File: src/rtl/ace_pkg.sv
// ACE snoop sequencer shared definitions.
//  - crresp_t : 5-bit CR response, bit positions given by the Cr* localparams
//  - acsnoop_t: AC snoop opcodes
//  - seq_state_e: sequencer FSM states
package ace_pkg;

  localparam int unsigned CrDataTransfer = 0;
  localparam int unsigned CrError        = 1;
  localparam int unsigned CrPassDirty    = 2;
  localparam int unsigned CrIsShared     = 3;
  localparam int unsigned CrWasUnique    = 4;
  localparam int unsigned CrRespWidth    = 5;

  typedef logic [CrRespWidth-1:0] crresp_t;

  typedef enum logic [3:0] {
    AcReadOnce           = 4'b0000,
    AcReadShared         = 4'b0001,
    AcReadClean          = 4'b0010,
    AcReadNotSharedDirty = 4'b0011,
    AcReadUnique         = 4'b0111,
    AcCleanShared        = 4'b1000,
    AcCleanInvalid       = 4'b1001,
    AcMakeInvalid        = 4'b1101,
    AcDvmComplete        = 4'b1110,
    AcDvmMessage         = 4'b1111
  } acsnoop_t;

  typedef enum logic [1:0] {
    SeqIdle  = 2'd0,
    SeqSnoop = 2'd1,
    SeqResp  = 2'd2
  } seq_state_e;

endpackage

File: src/rtl/ace_snoop_resp_merge.sv
// Combinational merge of the CR responses accepted in one cycle.
//  acc_mask_i : ports whose CR handshake happens this cycle
//  resp_i     : per-port crresp_t, port 0 in the LSBs
//  merged_o   : OR of all accepted responses
//  dt_vld_o   : some accepted response carries DataTransfer
//  dt_idx_o   : lowest accepted port index with DataTransfer
//  pd_any_o   : at least one accepted response carries PassDirty
//  pd_multi_o : two or more accepted responses carry PassDirty
module ace_snoop_resp_merge
  import ace_pkg::*;
#(
  parameter int unsigned NumPorts = 4,
  parameter int unsigned IdxWidth = 2
) (
  input  logic    [NumPorts-1:0] acc_mask_i,
  input  crresp_t [NumPorts-1:0] resp_i,
  output crresp_t                merged_o,
  output logic                   dt_vld_o,
  output logic    [IdxWidth-1:0] dt_idx_o,
  output logic                   pd_any_o,
  output logic                   pd_multi_o
);

  // Walk from the top index down so the last hit is the lowest index.
  always_comb begin
    merged_o   = '0;
    dt_vld_o   = 1'b0;
    dt_idx_o   = '0;
    pd_any_o   = 1'b0;
    pd_multi_o = 1'b0;
    for (int i = NumPorts - 1; i >= 0; i--) begin
      if (acc_mask_i[i]) begin
        merged_o = merged_o | resp_i[i];
        if (resp_i[i][CrDataTransfer]) begin
          dt_vld_o = 1'b1;
          dt_idx_o = IdxWidth'(i);
        end
        if (resp_i[i][CrPassDirty]) begin
          pd_multi_o = pd_multi_o | pd_any_o;
          pd_any_o   = 1'b1;
        end
      end
    end
  end

endmodule

File: src/rtl/ace_snoop_sequencer.sv
// Sequences one ACE snoop at a time across NumPorts cached initiators:
// broadcasts on AC to every port except the originator, collects each CR
// response and returns one aggregated crresp_t plus the data source port.
//
// Ports:
//  clk_i, rst_ni            clock, synchronous active-low reset
//  snp_req_*                snoop request from the interconnect (valid/ready)
//  snp_resp_*               aggregated response (valid/ready), snp_data_vld_o,
//                           snp_data_src_o, snp_err_o
//  ac_valid_o/ac_ready_i    per-port AC handshake; ac_addr/snoop/prot shared
//  cr_valid_i/cr_ready_o    per-port CR handshake; cr_resp_i packed, port 0 LSBs
//
// Optional feature: define ACE_SNOOP_SEQ_TIMEOUT_EN to abort a snoop that
// has not collected every CR after TimeoutCycles cycles (snp_err_o=1).
module ace_snoop_sequencer
  import ace_pkg::*;
#(
  parameter int unsigned NumPorts      = 4,
  parameter int unsigned AddrWidth     = 64,
  parameter int unsigned TimeoutCycles = 1024,
  parameter int unsigned IdxWidth      = (NumPorts > 1) ? $clog2(NumPorts) : 1
) (
  input  logic                            clk_i,
  input  logic                            rst_ni,
  input  logic                            snp_req_valid_i,
  output logic                            snp_req_ready_o,
  input  logic [AddrWidth-1:0]            snp_addr_i,
  input  logic [3:0]                      snp_acsnoop_i,
  input  logic [2:0]                      snp_acprot_i,
  input  logic [IdxWidth-1:0]             snp_init_i,
  output logic                            snp_resp_valid_o,
  input  logic                            snp_resp_ready_i,
  output logic [CrRespWidth-1:0]          snp_resp_o,
  output logic                            snp_data_vld_o,
  output logic [IdxWidth-1:0]             snp_data_src_o,
  output logic                            snp_err_o,
  output logic [NumPorts-1:0]             ac_valid_o,
  input  logic [NumPorts-1:0]             ac_ready_i,
  output logic [AddrWidth-1:0]            ac_addr_o,
  output logic [3:0]                      ac_snoop_o,
  output logic [2:0]                      ac_prot_o,
  input  logic [NumPorts-1:0]             cr_valid_i,
  output logic [NumPorts-1:0]             cr_ready_o,
  input  logic [NumPorts*CrRespWidth-1:0] cr_resp_i
);

  seq_state_e             state_q, state_d;
  logic [NumPorts-1:0]    ac_pend_q, ac_pend_d;
  logic [NumPorts-1:0]    cr_pend_q, cr_pend_d;
  crresp_t                resp_q, resp_d;
  logic [IdxWidth-1:0]    src_q, src_d;
  logic                   err_q, err_d;
  logic [AddrWidth-1:0]   addr_q, addr_d;
  acsnoop_t               snoop_q, snoop_d;
  logic [2:0]             prot_q, prot_d;

`ifdef ACE_SNOOP_SEQ_TIMEOUT_EN
  localparam int unsigned CntWidth = $clog2(TimeoutCycles + 1);
  localparam logic [CntWidth-1:0] CntLast = CntWidth'(TimeoutCycles - 1);
  logic [CntWidth-1:0]    cnt_q, cnt_d;
`endif

  logic [NumPorts-1:0]    req_mask;
  logic [NumPorts-1:0]    cr_acc;
  crresp_t [NumPorts-1:0] cr_resp_arr;
  crresp_t                m_resp;
  logic                   m_dt_vld;
  logic [IdxWidth-1:0]    m_dt_idx;
  logic                   m_pd_any;
  logic                   m_pd_multi;
  logic                   fault;
  logic                   in_resp;

  // Every port except the originator; empty when NumPorts=1.
  assign req_mask    = ~(NumPorts'(1) << snp_init_i);
  assign cr_resp_arr = cr_resp_i;
  // CR is only taken once the port's AC handshake is behind us.
  assign cr_acc      = (state_q == SeqSnoop) ? (cr_valid_i & cr_pend_q & ~ac_pend_q) : '0;

  ace_snoop_resp_merge #(
    .NumPorts (NumPorts),
    .IdxWidth (IdxWidth)
  ) u_merge (
    .acc_mask_i (cr_acc),
    .resp_i     (cr_resp_arr),
    .merged_o   (m_resp),
    .dt_vld_o   (m_dt_vld),
    .dt_idx_o   (m_dt_idx),
    .pd_any_o   (m_pd_any),
    .pd_multi_o (m_pd_multi)
  );

  always_comb begin
    state_d          = state_q;
    ac_pend_d        = ac_pend_q;
    cr_pend_d        = cr_pend_q;
    resp_d           = resp_q;
    src_d            = src_q;
    err_d            = err_q;
    addr_d           = addr_q;
    snoop_d          = snoop_q;
    prot_d           = prot_q;
    snp_req_ready_o  = 1'b0;
    snp_resp_valid_o = 1'b0;
    ac_valid_o       = '0;
    cr_ready_o       = '0;
    fault            = 1'b0;
`ifdef ACE_SNOOP_SEQ_TIMEOUT_EN
    cnt_d            = cnt_q;
`endif
    unique case (state_q)
      SeqIdle: begin
        snp_req_ready_o = 1'b1;
        if (snp_req_valid_i) begin
          addr_d    = snp_addr_i;
          snoop_d   = acsnoop_t'(snp_acsnoop_i);
          prot_d    = snp_acprot_i;
          ac_pend_d = req_mask;
          cr_pend_d = req_mask;
          resp_d    = '0;
          src_d     = '0;
          err_d     = 1'b0;
          state_d   = (req_mask == '0) ? SeqResp : SeqSnoop;
`ifdef ACE_SNOOP_SEQ_TIMEOUT_EN
          cnt_d     = '0;
`endif
        end
      end
      SeqSnoop: begin
        ac_valid_o = ac_pend_q;
        cr_ready_o = cr_pend_q & ~ac_pend_q;
        ac_pend_d  = ac_pend_q & ~ac_ready_i;
        cr_pend_d  = cr_pend_q & ~cr_acc;
        resp_d     = resp_q | m_resp;
        // Responses can land out of port order; keep the lowest DT index.
        if (m_dt_vld && (!resp_q[CrDataTransfer] || (m_dt_idx < src_q))) begin
          src_d = m_dt_idx;
        end
        // Dirty ownership may only pass from one cache.
        fault = m_pd_multi | (m_pd_any & resp_q[CrPassDirty]);
        if (cr_pend_d == '0) begin
          state_d = SeqResp;
        end
`ifdef ACE_SNOOP_SEQ_TIMEOUT_EN
        else if (cnt_q == CntLast) begin
          fault     = 1'b1;
          state_d   = SeqResp;
          ac_pend_d = '0;
          cr_pend_d = '0;
        end else begin
          cnt_d = cnt_q + 1'b1;
        end
`endif
        if (fault) begin
          err_d           = 1'b1;
          resp_d[CrError] = 1'b1;
        end
      end
      SeqResp: begin
        snp_resp_valid_o = 1'b1;
        if (snp_resp_ready_i) state_d = SeqIdle;
      end
      default: state_d = SeqIdle;
    endcase
  end

  always_ff @(posedge clk_i) begin
    if (!rst_ni) begin
      state_q   <= SeqIdle;
      ac_pend_q <= '0;
      cr_pend_q <= '0;
      resp_q    <= '0;
      src_q     <= '0;
      err_q     <= 1'b0;
      addr_q    <= '0;
      snoop_q   <= AcReadOnce;
      prot_q    <= '0;
`ifdef ACE_SNOOP_SEQ_TIMEOUT_EN
      cnt_q     <= '0;
`endif
    end else begin
      state_q   <= state_d;
      ac_pend_q <= ac_pend_d;
      cr_pend_q <= cr_pend_d;
      resp_q    <= resp_d;
      src_q     <= src_d;
      err_q     <= err_d;
      addr_q    <= addr_d;
      snoop_q   <= snoop_d;
      prot_q    <= prot_d;
`ifdef ACE_SNOOP_SEQ_TIMEOUT_EN
      cnt_q     <= cnt_d;
`endif
    end
  end

  // Response fields read as zero outside RESP.
  assign in_resp        = (state_q == SeqResp);
  assign snp_resp_o     = in_resp ? resp_q : '0;
  assign snp_data_vld_o = in_resp & resp_q[CrDataTransfer];
  assign snp_data_src_o = in_resp ? src_q : '0;
  assign snp_err_o      = in_resp & err_q;
  assign ac_addr_o      = addr_q;
  assign ac_snoop_o     = snoop_q;
  assign ac_prot_o      = prot_q;

endmodule

File: config.mk
export PLATFORM = sky130hd
export DESIGN_NAME = ace_snoop_sequencer
export DESIGN_NICKNAME = d
export VERILOG_FILES = /design/src/rtl/ace_pkg.sv /design/src/rtl/ace_snoop_resp_merge.sv /design/src/rtl/ace_snoop_sequencer.sv
export SDC_FILE = /design/constraint.sdc
export NUM_CORES = 1
export LEC_CHECK = 0
export ABC_AREA = 1
export BUFFER_PORTS_ARGS = -buffer_cell sky130_fd_sc_hd__clkbuf_2
export CAP_MARGIN = 10
export CORE_ASPECT_RATIO = 0.6
export CORE_MARGIN = 2
export CORE_UTILIZATION = 48
export CTS_CLUSTER_SIZE = 8
export DETAILED_ROUTE_END_ITERATION = 8
export GPL_TIMING_DRIVEN = 0
export PLACE_DENSITY_LB_ADDON = 0.3
export REMOVE_ABC_BUFFERS = 1
export SYNTH_ARGS = -nofsm -noshare
export SYNTH_HDL_FRONTEND = slang
export SYNTH_SLANG_ARGS = --single-unit
File: constraint.sdc
create_clock -name clk_i -period 3.3 [get_ports clk_i]
set_clock_uncertainty 0.2 [all_clocks]
set_input_delay 0.825 -clock clk_i [delete_from_list [all_inputs] [get_ports clk_i]]
set_output_delay 0.825 -clock clk_i [all_outputs]
set_load 0.03 [all_outputs]
Yosys cells after proc, flatten, opt, wreduce, memory -nomap -nowiden
Index checks and enable logic that the tools add are counted.
{"block": "op_classes", "mul": 0, "mux": 58, "addsub": 0, "n_shift": 1, "eq_ne": 7, "magnitude_cmp": 1, "bitwise": 19, "div": 0, "n_reduce_logical": 12}
{"cell": "2-bit two-way mux", "n": 15}
{"cell": "5-bit two-way mux", "n": 6}
{"cell": "1-bit two-way mux", "n": 27}
{"cell": "4-bit bitwise AND", "n": 5}
{"cell": "5-bit bitwise OR", "n": 4}
{"cell": "4-bit two-way mux", "n": 4}
{"cell": "4-bit inverter", "n": 4}
{"cell": "4-bit case mux with 2 select lines", "n": 2}
{"cell": "5-bit case mux with 2 select lines", "n": 1}
{"cell": "3-bit AND reduction", "n": 3}
{"cell": "4-bit zero test", "n": 2}
{"cell": "2-bit by 1-bit inequality test with 1-bit output (second input constant)", "n": 3}
{"cell": "2-bit case mux with 3 select lines", "n": 1}
{"cell": "2-bit inequality test (second input constant)", "n": 2}
{"cell": "2-bit case mux with 2 select lines", "n": 1}
{"cell": "2-bit AND reduction", "n": 2}
{"cell": "1-bit by 2-bit << shifter with 4-bit output (first input constant)", "n": 1}
{"cell": "1-bit bitwise AND", "n": 3}
{"cell": "1-bit bitwise OR", "n": 3}
{"cell": "2-bit by 1-bit == test with 1-bit output (second input constant)", "n": 1}
{"cell": "2-bit == test (second input constant)", "n": 1}
{"cell": "2-bit zero test", "n": 1}
{"cell": "2-bit < comparator", "n": 1}
{"cell": "1-bit case mux with 2 select lines", "n": 1}
{"cell": "4 further kinds", "n": 4}
{"block": "totals", "ramBits": 0, "in_bits": 105, "regBits": 89, "romBits": 0, "n_memories": 0, "latchBits": 0}

Depth between registers and ports, before layout
{"block": "depth", "word_depth": 15, "ltp_mapped": 16, "mapped_depth_nobuf": 16}

Hierarchy
Synthesis repeated with hierarchy kept, for this count alone.
{"block": "hier_totals", "cells_unflattened": 512, "area_unflattened_um2": 3632.2}
{"mod": "ace_snoop_sequencer", "area_each_um2": 3447.1, "seq_area_each_um2": 1781.7, "cells_each": 471, "n_inst": 1}
{"mod": "ace_snoop_resp_merge", "area_each_um2": 185.2, "seq_area_each_um2": 0.0, "cells_each": 41, "n_inst": 1}

Least setup slack after synthesis
Ideal clock, no wire load.
{"block": "synth_path", "path_type": "register to output", "start": "register state_q[1]", "end": "output snp_resp_o[0]", "path_slack_ps": 338, "t_required_ps": 2275, "path_stages_with_launch": 6, "arrival_ps": 1937, "cell_sequence": "dfxtp_1 inv_2 nor2_1 clkinv_1 nor2_1 buf_4"}
{"block": "synth_between", "elab_chain_cells": 2}
{"item": "start: declaration", "line": "ace_snoop_sequencer.sv:47", "text": "seq_state_e state_q, state_d;"}
{"item": "start signal: assignment", "line": "ace_snoop_sequencer.sv:169", "text": "state_q <= SeqIdle;"}
{"item": "start signal: assignment", "line": "ace_snoop_sequencer.sv:182", "text": "state_q <= state_d;"}
{"item": "2-bit == test", "line": "ace_snoop_sequencer.sv:198", "text": "assign in_resp = (state_q == SeqResp);"}
{"item": "5-bit two-way mux", "line": "ace_snoop_sequencer.sv:199", "text": "assign snp_resp_o = in_resp ? resp_q : '0;"}
{"item": "end: declaration", "line": "ace_snoop_sequencer.sv:33", "text": "output logic [CrRespWidth-1:0] snp_resp_o,"}
Every way passes these cells.

Worst setup path in the final report
{"block": "layout_path", "start": "register state_q[1]", "end": "output snp_data_vld_o"}
{"block": "layout_between", "elab_chain_cells": 2}
{"item": "2-bit == test", "line": "ace_snoop_sequencer.sv:198"}
{"item": "1-bit bitwise AND", "line": "ace_snoop_sequencer.sv:200", "text": "assign snp_data_vld_o = in_resp & resp_q[CrDataTransfer];"}
{"item": "end: declaration", "line": "ace_snoop_sequencer.sv:34", "text": "output logic snp_data_vld_o,"}
Every way passes these cells.

==> results.cfg <==
[outcome]
status = complete, no violations

[logic_synthesis]
syn_area_mm2 = 0.00363
synth_compound_area_share_pct = 16.0
synth-simple-area-share_pct = 26.5
synthArstFlopShare_pct = 0
synth_warnings = 0
ys_types = 35
synth_edf_count = 0
synth_seq_cells = 89
muxShareOfSynthArea_pct = 0
synthFlopType = dfxtp_1
syn-instance-count = 493
ys_seq_area_share_pct = 49.1
synthAdderAreaFrac_pct = 0.345
synth_top_family_by_area = simple AND/OR/NAND/NOR gates
synthXorXnorAreaFrac_pct = 0
avgSynthCellArea_um2 = 7.35

[cts]
clock_latency_ns = 0.33
clk_pin_slew_ns = 0.06
cts_buffers = 9
cts_resized = 0
hold_buffers = 0
htreeDepth = 3
clockRootBuffer = clkbuf_16
postCtsSetupBuffers = 0
cts_buffer_depth = 2
clock_sinks = 89
cts_tree = built

[timing]
hold_viol_final = 0
whs_ns = 0.266
max-slew-margin-rel_pct = 64.3
post-route-period-util_pct = 82.7
slew_viol_final = 0
clock.fmax_mhz = 367
worst_slew_pin_slew_ns = 0.535
setup_violations = 0
rsz0062_at_grt = no
finalSetupTns_ns = 0
fin_ws_ns = 0.572
fin_crit_ns = 2.73

[route]
first_iter_violations = 274
vias_per_cell = 4.89
drc_errors = 0
wire_per_inst_um = 12.7
route.vias.total = 3821
final_antenna_net_count = 0
wl_mm = 9.92
dr.pass1.iters = 4

[place]
dp_slack_ns = 0.359
gp_congestion = 0.862
dpl_cell_area_mm2 = 0.00464
dp_hpwl_mm = 7.35
portBuffers = 194
dp.cells = 765

[final_layout]
postLayoutCoreUtil_pct = 68.1
n_antenna_cell = 0
nNetsFinal = 779
finalInstanceArea_mm2 = 0.00497
layoutNonFillerInstCount = 781
drive_gt1_share_pct = 34.3
area_growth_pct = 37.1

[pwr]
leakagePower_nw = 2.49
power_density_mw_per_mm2 = 950
ir_drop_mv = 0.502
p_total_mw = 4.72

[worst_hold_path]
min_to = resp_q[3]$_SDFFE_PN0P_
hold_depth = 2
hp-class = flop to flop
min-delay-start = resp_q[3]$_SDFFE_PN0P_

[global_routing]
grt_remaining_overflow = 0
antenna_found_initial = 0
grt_max_degree = 78
grt_pass1_wl_mm = 15.5
grt_usage_pct = 23.8
grt_pass1_vias = 3663

[setup_path]
r2r_start = state_q[0]$_SDFFE_PN0P_
cp-start-kind = flop
end_kind = output pin
rr_worst_depth = 10
r2r-end = src_q[0]$_SDFFE_PN0P_
required_ns = 2.27
worstPathArrival_ns = 1.70
startpoint = state_q[1]$_SDFFE_PN0P_
r2r_slack_ns = 0.81
path_class = flop to output pin
crit_fanout = 9

[run]
cap_violations = 0

[die]
io_pins = 195
core_mm2 = 0.00730
start_util_pct = 49.7
num_rows = 24
dieArea_mm2 = 0.00829
dieWidth_um = 116
die_y_um = 71.3
-- critical path: stages, from the launching register on --
cell,delay [ns]
dfxtp_1,0.34
inv_2,0.06
nor2_1,0.17
clkinv_1,0.30
nor2_1,0.25
clkbuf_2,0.24
-- power breakdown --
part / switching, mW / total, mW / internal [mW]
sequential: 0.186 / 1.60 / 1.41
clock: 0.383 / 1.06 / 0.679
combinational: 1.48 / 2.06 / 0.586
total: 2.05 / 4.72 / 2.68
-- final cells by class --
| class | instances | area [µm²] |
|---|---|---|
| clock inverters | 3 | 65.1 |
| repair buffers | 197 | 1030 |
| flip-flops and latches | 89 | 1780 |
| well taps | 104 | 130 |
| clock buffers | 12 | 246 |
| fillers | 665 | 2330 |
| inverters | 40 | 161 |
| multi-input cells | 336 | 1560 |
-- logic make-up (layout without fill, tap and decap cells) --
kind of cell	Yosys count	count (layout)
AOI/OAI and AO/OA	104	104
and+or+nand+nor	231	231
adders and majority gates	1	1
buffers and inverters	68	252
DFF	89	89
-- how the worst max path moves through the flow --
stage | end | slack (ns)
global route | snp_data_vld_o | 0.52
finish | snp_data_vld_o | 0.57
global placement | src_q[0]$_SDFFE_PN0P_ | -2.18
detailed placement | resp_q[4]$_SDFFE_PN0P_ | 0.36
CTS | snp_data_vld_o | 0.60
floorplan | src_q[0]$_SDFFE_PN0P_ | -0.63
-- synth_stat cells, types with 2 or more instances --
master | count | area, µm²
dfxtp_1 | 89 | 1780
buf_2 | 8 | 40.0
o31ai_1 | 3 | 22.5
o22ai_1 | 2 | 12.5
nor2_1 | 168 | 631
nand2_1 | 33 | 124
nor2_4 | 2 | 22.5
a21oi_2 | 2 | 17.5
inv_2 | 2 | 7.51
nand2_4 | 3 | 33.8
a21oi_1 | 6 | 30.0
o21ai_1 | 2 | 10.0
nor3_1 | 8 | 40.0
clkbuf_1 | 16 | 60.1
nand3_1 | 9 | 45.0
nand2_2 | 5 | 31.3
buf_4 | 2 | 15.0
inv_1 | 34 | 128
a31oi_1 | 2 | 12.5
o21ai_0 | 76 | 380
o221ai_1 | 2 | 17.5
a221oi_1 | 6 | 52.6
-- layer usage --
| metal | wire, µm | track usage (%) | vias to the layer above | share of wire (%) |
|---|---|---|---|---|
| li1 | - | - | 1940 | - |
| met1 | 4170 | 25.1 | 1695 | 42 |
| met2 | 4590 | 42.8 | 164 | 46 |
| met3 | 935 | 8.97 | 22 | 9.4 |
| met4 | 222 | 10.3 | 0 | 2.2 |
| met5 | 0 | 0 | - | 0 |
-- registers in the layout, indices dropped and copies added (netlist names) --
register,flops
ac_prot_o,3
ac_addr_o,64
ac_snoop_o,4
resp_q,5
src_q,2
err_q,1
ac_pend_q,4
state_q,2
cr_pend_q,4
-- cells in the final DEF (no fill, tap or decap) --
cell type,count
a21oi_2,2
nand3_1,9
clkbuf_1,2
clkinv_1,1
buf_12,3
nand2_2,6
o21ai_0,76
o21bai_1,1
nor2_4,2
inv_2,3
bufinv_16,2
clkbuf_2,194
a21oi_1,6
inv_4,1
nor2_1,168
nand4_1,1
nand3_4,1
o22ai_1,2
a211oi_1,1
a221oi_1,6
ha_1,1
a31oi_1,2
nor3_1,8
o21ai_2,1
clkinv_2,2
clkbuf_8,1
nand2_1,32
o21ai_1,2
dfxtp_1,89
nor3_2,1
inv_8,1
o31ai_1,3
clkbuf_16,9
inv_1,33
nand2_4,3
o221ai_1,2
(Power assumes the default switching activity.)
